--- config.mk ---
export PLATFORM = sky130hd
export DESIGN_NAME = cic_iq_packer
export DESIGN_NICKNAME = d
export VERILOG_FILES = /design/src/rtl/cic_iq_pkg.sv /design/src/rtl/iq_pair_fifo.sv /design/src/rtl/cic_iq_packer.sv
export SDC_FILE = /design/constraint.sdc
export NUM_CORES = 1
export LEC_CHECK = 0
export BUFFER_PORTS_ARGS = -buffer_cell sky130_fd_sc_hd__buf_4
export CORE_MARGIN = 2
export CORE_UTILIZATION = 60
export CTS_CLUSTER_DIAMETER = 150
export DETAILED_ROUTE_END_ITERATION = 10
export MAX_ROUTING_LAYER = met4
export PLACE_DENSITY = 0.78
export SLEW_MARGIN = 20
export SYNTH_ARGS = -nofsm -noshare
export SYNTH_HDL_FRONTEND = slang
export SYNTH_SLANG_ARGS = --single-unit
--- constraint.sdc ---
create_clock -name aclk -period 11.7 [get_ports aclk]
set_input_delay 1.755 -clock aclk [delete_from_list [all_inputs] [get_ports aclk]]
set_output_delay 1.755 -clock aclk [all_outputs]
set_load 0.01 [all_outputs]
--- src/rtl/cic_iq_pkg.sv ---
// Shared types and helpers for the CIC I/Q pair packer.
// Holds the default component width, the packed pair layout and the saturation helper.
package cic_iq_pkg;

  localparam int DATA_W_DEFAULT = 16;

  // Working width for shifted components; covers DATA_W up to 41 with a 7-bit shift.
  localparam int SAT_W = 48;

  typedef enum logic {
    WAIT_I = 1'b0,
    WAIT_Q = 1'b1
  } pair_state_e;

  typedef struct packed {
    logic signed [DATA_W_DEFAULT-1:0] q;
    logic signed [DATA_W_DEFAULT-1:0] i;
  } iq_pair_t;

  function automatic logic signed [SAT_W-1:0] saturate(
    input logic signed [SAT_W-1:0] v,
    input int                      w
  );
    logic signed [SAT_W-1:0] one;
    logic signed [SAT_W-1:0] hi;
    logic signed [SAT_W-1:0] lo;
    one = 1;
    hi  = (one <<< (w - 1)) - one;
    lo  = -hi - one;
    if (v > hi) begin
      return hi;
    end else if (v < lo) begin
      return lo;
    end
    return v;
  endfunction

endpackage

--- src/rtl/iq_pair_fifo.sv ---
// Synchronous FIFO with a registered head-of-queue output and full/empty flags.
// DEPTH must be a power of two, at least 2.
module iq_pair_fifo #(
  parameter int W     = 33,
  parameter int DEPTH = 8
) (
  input  logic         clk_i,
  input  logic         rst_i,
  input  logic         push_i,
  input  logic [W-1:0] din_i,
  input  logic         pop_i,
  output logic [W-1:0] dout_o,
  output logic         full_o,
  output logic         empty_o
);

  localparam int AW = $clog2(DEPTH);

  logic [AW:0]  wr_q, wr_d, rd_q, rd_d;
  logic [W-1:0] mem_q [DEPTH];
  logic [W-1:0] dout_q, dout_d;
  logic         do_push, do_pop;

  assign empty_o = (wr_q == rd_q);
  assign full_o  = (wr_q[AW] != rd_q[AW]) && (wr_q[AW-1:0] == rd_q[AW-1:0]);
  assign do_pop  = pop_i && !empty_o;
  assign do_push = push_i && (!full_o || do_pop);
  assign dout_o  = dout_q;

  // The head register only moves on a pop or when a push lands in an empty queue.
  always_comb begin
    rd_d   = rd_q + (AW+1)'(do_pop);
    wr_d   = wr_q + (AW+1)'(do_push);
    dout_d = dout_q;
    if (do_push && (wr_q[AW-1:0] == rd_d[AW-1:0])) begin
      dout_d = din_i;
    end else if (do_pop && (rd_d != wr_q)) begin
      dout_d = mem_q[rd_d[AW-1:0]];
    end
  end

  always_ff @(posedge clk_i) begin
    if (rst_i) begin
      wr_q   <= '0;
      rd_q   <= '0;
      dout_q <= '0;
    end else begin
      wr_q   <= wr_d;
      rd_q   <= rd_d;
      dout_q <= dout_d;
    end
  end

  always_ff @(posedge clk_i) begin
    if (do_push) begin
      mem_q[wr_q[AW-1:0]] <= din_i;
    end
  end

endmodule

--- src/rtl/cic_iq_packer.sv ---
// Pairs interleaved I/Q beats from a CIC decimator, applies gain with saturation,
// and emits framed complex pairs on an AXI-Stream master through a small FIFO.
module cic_iq_packer
  import cic_iq_pkg::*;
#(
  parameter int DATA_W     = DATA_W_DEFAULT,
  parameter int FIFO_DEPTH = 8,
  parameter int LEN_W      = 16
) (
  input  logic                aclk,
  input  logic                areset,
  input  logic [DATA_W-1:0]   s_axis_tdata,
  input  logic                s_axis_tvalid,
  input  logic                s_axis_tlast,
  input  logic [LEN_W-1:0]    cfg_frame_len,
  input  logic [2:0]          cfg_gain_shift,
  output logic [2*DATA_W-1:0] m_axis_tdata,
  output logic                m_axis_tvalid,
  input  logic                m_axis_tready,
  output logic                m_axis_tlast,
  input  logic                clr_status,
  output logic                overflow,
  output logic                sync_err
);

  localparam int FW = 2*DATA_W + 1;

  pair_state_e             state_q, state_d;
  logic [DATA_W-1:0]       held_i_q, held_i_d;
  logic                    stg_vld_q, stg_vld_d;
  logic [2*DATA_W-1:0]     stg_pair_q, stg_pair_d;
  logic [LEN_W-1:0]        cnt_q, cnt_d;
  logic [LEN_W-1:0]        flen_q, flen_d;
  logic                    overflow_q, overflow_d;
  logic                    sync_err_q, sync_err_d;

  logic                    pair_fire, sync_set;
  logic signed [SAT_W-1:0] ext_i, ext_q;
  logic [DATA_W-1:0]       sat_i, sat_q;
  logic                    frame_last, pop, ovf_set, accepted;
  logic                    fifo_full, fifo_empty;
  logic [FW-1:0]           fifo_dout;

  always_comb begin
    state_d   = state_q;
    held_i_d  = held_i_q;
    pair_fire = 1'b0;
    sync_set  = 1'b0;
    if (s_axis_tvalid) begin
      case (state_q)
        WAIT_I: begin
          if (s_axis_tlast) begin
            sync_set = 1'b1;
          end else begin
            held_i_d = s_axis_tdata;
            state_d  = WAIT_Q;
          end
        end
        WAIT_Q: begin
          if (s_axis_tlast) begin
            pair_fire = 1'b1;
            state_d   = WAIT_I;
          end else begin
            sync_set = 1'b1;
            held_i_d = s_axis_tdata;
          end
        end
        default: state_d = WAIT_I;
      endcase
    end
  end

  assign ext_i = {{(SAT_W-DATA_W){held_i_q[DATA_W-1]}}, held_i_q};
  assign ext_q = {{(SAT_W-DATA_W){s_axis_tdata[DATA_W-1]}}, s_axis_tdata};
  assign sat_i = DATA_W'(saturate(ext_i <<< cfg_gain_shift, DATA_W));
  assign sat_q = DATA_W'(saturate(ext_q <<< cfg_gain_shift, DATA_W));

  assign stg_vld_d  = pair_fire;
  assign stg_pair_d = pair_fire ? {sat_q, sat_i} : stg_pair_q;

  assign pop        = m_axis_tvalid && m_axis_tready;
  assign ovf_set    = stg_vld_q && fifo_full && !pop;
  assign accepted   = stg_vld_q && !ovf_set;
  assign frame_last = (flen_q != '0) && (cnt_q == flen_q - LEN_W'(1));

  // A zero frame length parks the counter at 0 so a new length is picked up immediately.
  always_comb begin
    cnt_d = cnt_q;
    if (flen_q == '0) begin
      cnt_d = '0;
    end else if (accepted) begin
      cnt_d = frame_last ? '0 : cnt_q + LEN_W'(1);
    end
    flen_d     = (cnt_d == '0) ? cfg_frame_len : flen_q;
    overflow_d = ovf_set  || (overflow_q && !clr_status);
    sync_err_d = sync_set || (sync_err_q && !clr_status);
  end

  always_ff @(posedge aclk) begin
    if (areset) begin
      state_q    <= WAIT_I;
      held_i_q   <= '0;
      stg_vld_q  <= 1'b0;
      stg_pair_q <= '0;
      cnt_q      <= '0;
      flen_q     <= cfg_frame_len;
      overflow_q <= 1'b0;
      sync_err_q <= 1'b0;
    end else begin
      state_q    <= state_d;
      held_i_q   <= held_i_d;
      stg_vld_q  <= stg_vld_d;
      stg_pair_q <= stg_pair_d;
      cnt_q      <= cnt_d;
      flen_q     <= flen_d;
      overflow_q <= overflow_d;
      sync_err_q <= sync_err_d;
    end
  end

  iq_pair_fifo #(
    .W     (FW),
    .DEPTH (FIFO_DEPTH)
  ) u_fifo (
    .clk_i   (aclk),
    .rst_i   (areset),
    .push_i  (stg_vld_q),
    .din_i   ({frame_last, stg_pair_q}),
    .pop_i   (pop),
    .dout_o  (fifo_dout),
    .full_o  (fifo_full),
    .empty_o (fifo_empty)
  );

  assign m_axis_tvalid = !fifo_empty;
  assign m_axis_tlast  = fifo_dout[FW-1];
  assign m_axis_tdata  = fifo_dout[2*DATA_W-1:0];
  assign overflow      = overflow_q;
  assign sync_err      = sync_err_q;

endmodule
==> run metrics <==
first-pass GRT wire length=approximately 59000 um; PwrDens=149 nW/um^2; drt drc=0; main flop type after synthesis=edfxtp_1; TritonCTS clock tree=built; FILL cells=a little under 2000; PortBufs=76; CP startpoint kind=input pin; HPWL Detailed=roughly 22000 um; Tmin final=4.46 ns; RSZ-0062 raised after global routing=false; Place WS=just under 7 ns; worst-skew pair later-pin latency=0.53 ns; Setup WS post-layout=between 7 and 8 ns; Distinct cells, synth=62; total negative slack=0 ns; worst path arrival time=between 4 and 5 ns; Max-Cap Viols=0; post-synthesis sequential area ratio=between 60 and 70%; Die W=approximately 170 um; Max Root-Sink Buffers=3; area leader, netlist=edfxtp_1; Post-DRT Antenna Nets=0; vias in the first global route=10400; area grow syn2layout=13.1%; Total GRT Usage=27.3%; leakage=between 6 and 7 nW; Layout Nets=about 1400; CTS clk-pin slew, worst paths=approximately 0.06 ns; number of flops mapped to enable cells by yosys=280; peak fanout along the critical path=slightly below 70; final hold violation count=0; Yosys top cell area share=49.7%; I/O Pins=77; initial antenna violation count=1; CTS sink cnt=slightly below 400; Seq cells post-synth=389; vias=about 11000; drt total wl=38100 um; WS Path Type=in2reg; status=finished, final reports clean; ratio of cells with drive above 1 in the final layout=approximately a fifth; CTS Root Cell=clkbuf_16; worst hold path class=reg2reg; GRT Residual Overflow=0; die area=a little under 30000 sq um; Post-synth ARST share=0%; synth top area cells=edfxtp_1, dfxtp_1, mux4_2, mux2i_1, nand2_1; Syn. warnings=0; num rows=61; critical path capture point type=flop; Critical Path RT=approximately 12 ns; DRT Pass-1 Iters=5; r2r startpoint=u_fifo.wr_q[1]; pin count of the biggest net entering global routing=75; Final setup viols=0; max frequency=roughly 0.22 GHz; Final Skew=between 0.008 and 0.009 ns; Inserted Clock Buffers=39; Core ar.=between 20000 and 30000 sq um; relative slew slack=between 30 and 40%; Starting Density=just over 60%; Mapped Area=about 17000 sq um; post-layout util=around 69%; wire per inst=about 22 um; Syn Nets=roughly 1300; Vias/cell=~6.3; Worst-Margin Slew=about 1.0 ns; synthesized instance count=about 1300; chip height=approximately 170 um; critical path startpoint=m_axis_tready; final worst path period share=a little under two fifths; hold_buf cts=0; worst hold start=held_i_q[5]; CTS resizes=0; Peak VDD IR=between 90 and 100 uV; 1st-iter DRT viols=~1000; Final GP Congestion=between 0.8 and 0.9; Slew Limit Fails=0; Mean Syn Cell Area=~13 sq um; Post-CTS Setup Inserts=0; # H-tree levels=2
synthesized netlist by cell type (all sizes together), types with 3 or more instances:
master / instances
nor3: 31
or3: 6
clkbuf: 65
nand3: 24
xnor2: 27
nor3b: 7
a32oi: 3
buf: 24
o21a: 4
o31ai: 3
nand3b: 6
mux2i: 67
and4: 3
nor4b: 3
o211ai: 37
nand2: 177
nand4: 11
nor2b: 9
dfxtp: 109
edfxtp: 280
o2111ai: 7
ha: 7
and3: 8
nand2b: 8
a211oi: 37
o21ai: 24
inv: 11
or2: 5
o22ai: 3
and2: 9
nor2: 59
a21oi: 70
xor2: 19
a21o: 3
mux4: 70
nor4: 7
mux2: 7
placed cells by master, fill, tap and decap left out, types with 6 or more instances in the layout:
cell       instances
edfxtp_1         280
nand2_1          177
dfxtp_1          109
buf_4             97
mux4_2            70
a21oi_1           69
mux2i_1           67
nor2_1            58
clkbuf_16         41
a211oi_1          37
o211ai_1          37
nor3_1            29
xnor2_1           27
nand3_1           24
o21ai_0           22
xor2_1            18
nand4_1           11
inv_1              9
and2_1             9
nor2b_1            9
clkbuf_1           9
nand2b_1           8
and3_1             8
o2111ai_1          7
mux2_2             7
clkinv_2           7
nand3b_1           6
or3_1              6
power by group:
part / total [W] / leakage (nW) / switching (W) / internal, W
logic: 0.000131 / 2.18 / 0.0000742 / 0.0000571
registers: 0.00150 / 3.74 / 0.0000174 / 0.00148
clock network: 0.00122 / 0.623 / 0.000506 / 0.000715
total: 0.00285 / 6.54 / 0.000598 / 0.00225
worst paths after layout:
check                                          to  slack, ns  depth (start not counted)
worst max-delay path            u_fifo.dout_o[14]       7.24                         12
worst min-delay path                  held_i_q[5]       0.47                          2
worst max register to register  u_fifo.dout_o[14]       7.48                         13
worst min register to register        held_i_q[5]       0.47                          2
registers in the layout, summed over array words and instances (netlist names):
register / cells
u_fifo.mem_q: 264
state_q: 1
cnt_q: 16
held_i_q: 16
u_fifo.rd_q: 4
overflow: 1
flen_q: 16
stg_vld_q: 1
u_fifo.wr_q: 4
sync_err: 1
u_fifo.dout_o: 33
stg_pair_q: 32
kinds of logic (layout without fill, tap and decap cells):
logic type                 Yosys count  after routing  synth area share (%)
and+or+nand+nor                    378            378                  10.5
muxes                              144            144                  13.7
AOI/OAI and AO/OA                  204            204                  7.88
DFF                                389            389                  62.6
buffers and inverters              100            180                  2.36
adders and majority gates            7              7                 0.518
xor gates and xnor gates            46             46                  2.43
other                                0              1                     0
area by class of cell:
cell class              count  area [sq um]  share of cell area, %
diodes                      1          2.50                 0.0131
clock buffers              54          1110                   5.83
clock inverters            18           159                  0.831
inverters                  11          41.3                  0.216
multi-input cells         779          6020                   31.5
flip-flops and latches    389         10600                   55.4
well taps                 378           473                   2.47
repair buffers             97           728                   3.81
critical path, stage by stage:
cell and delay [ns]:
buf_4 0.11, and2_1 0.18, ha_4 0.18, ha_2 0.32, buf_4 0.76, xor2_1 0.20, nor3_1 0.12, a21boi_4 0.12
buf_4 0.63, nand2_1 0.15, o211ai_1 0.17, a21oi_1 0.10
per-layer routing:
layer	vias to the layer above	track usage [%]	part of all wire, %	wire, um
li1	4918	-	-	-
met3	73	3.82	7.2	2740
met1	5363	37.8	42	16100
met5	-	-	0	0
met4	0	8.66	2.4	903
met2	442	42.8	48	18400
per-stage QoR:
| stage | hold WS, ns | total power, W | instance area (sq um) | instances |
|---|---|---|---|---|
| 3_5_place_dp | 0.464 | 0.00165 | 17800 | 1654 |
| 3_3_place_gp | 0.459 | 0.00165 | 17800 | 1654 |
| 6_report | 0.469 | 0.00285 | 19100 | 1727 |
| 4_1_cts | 0.472 | 0.00286 | 19100 | 1726 |
| 5_1_grt | 0.497 | 0.00293 | 19100 | 1727 |
| 2_1_floorplan | 0.443 | 0.00161 | 16900 | 1268 |
Power figures use the tool's default switching activity.
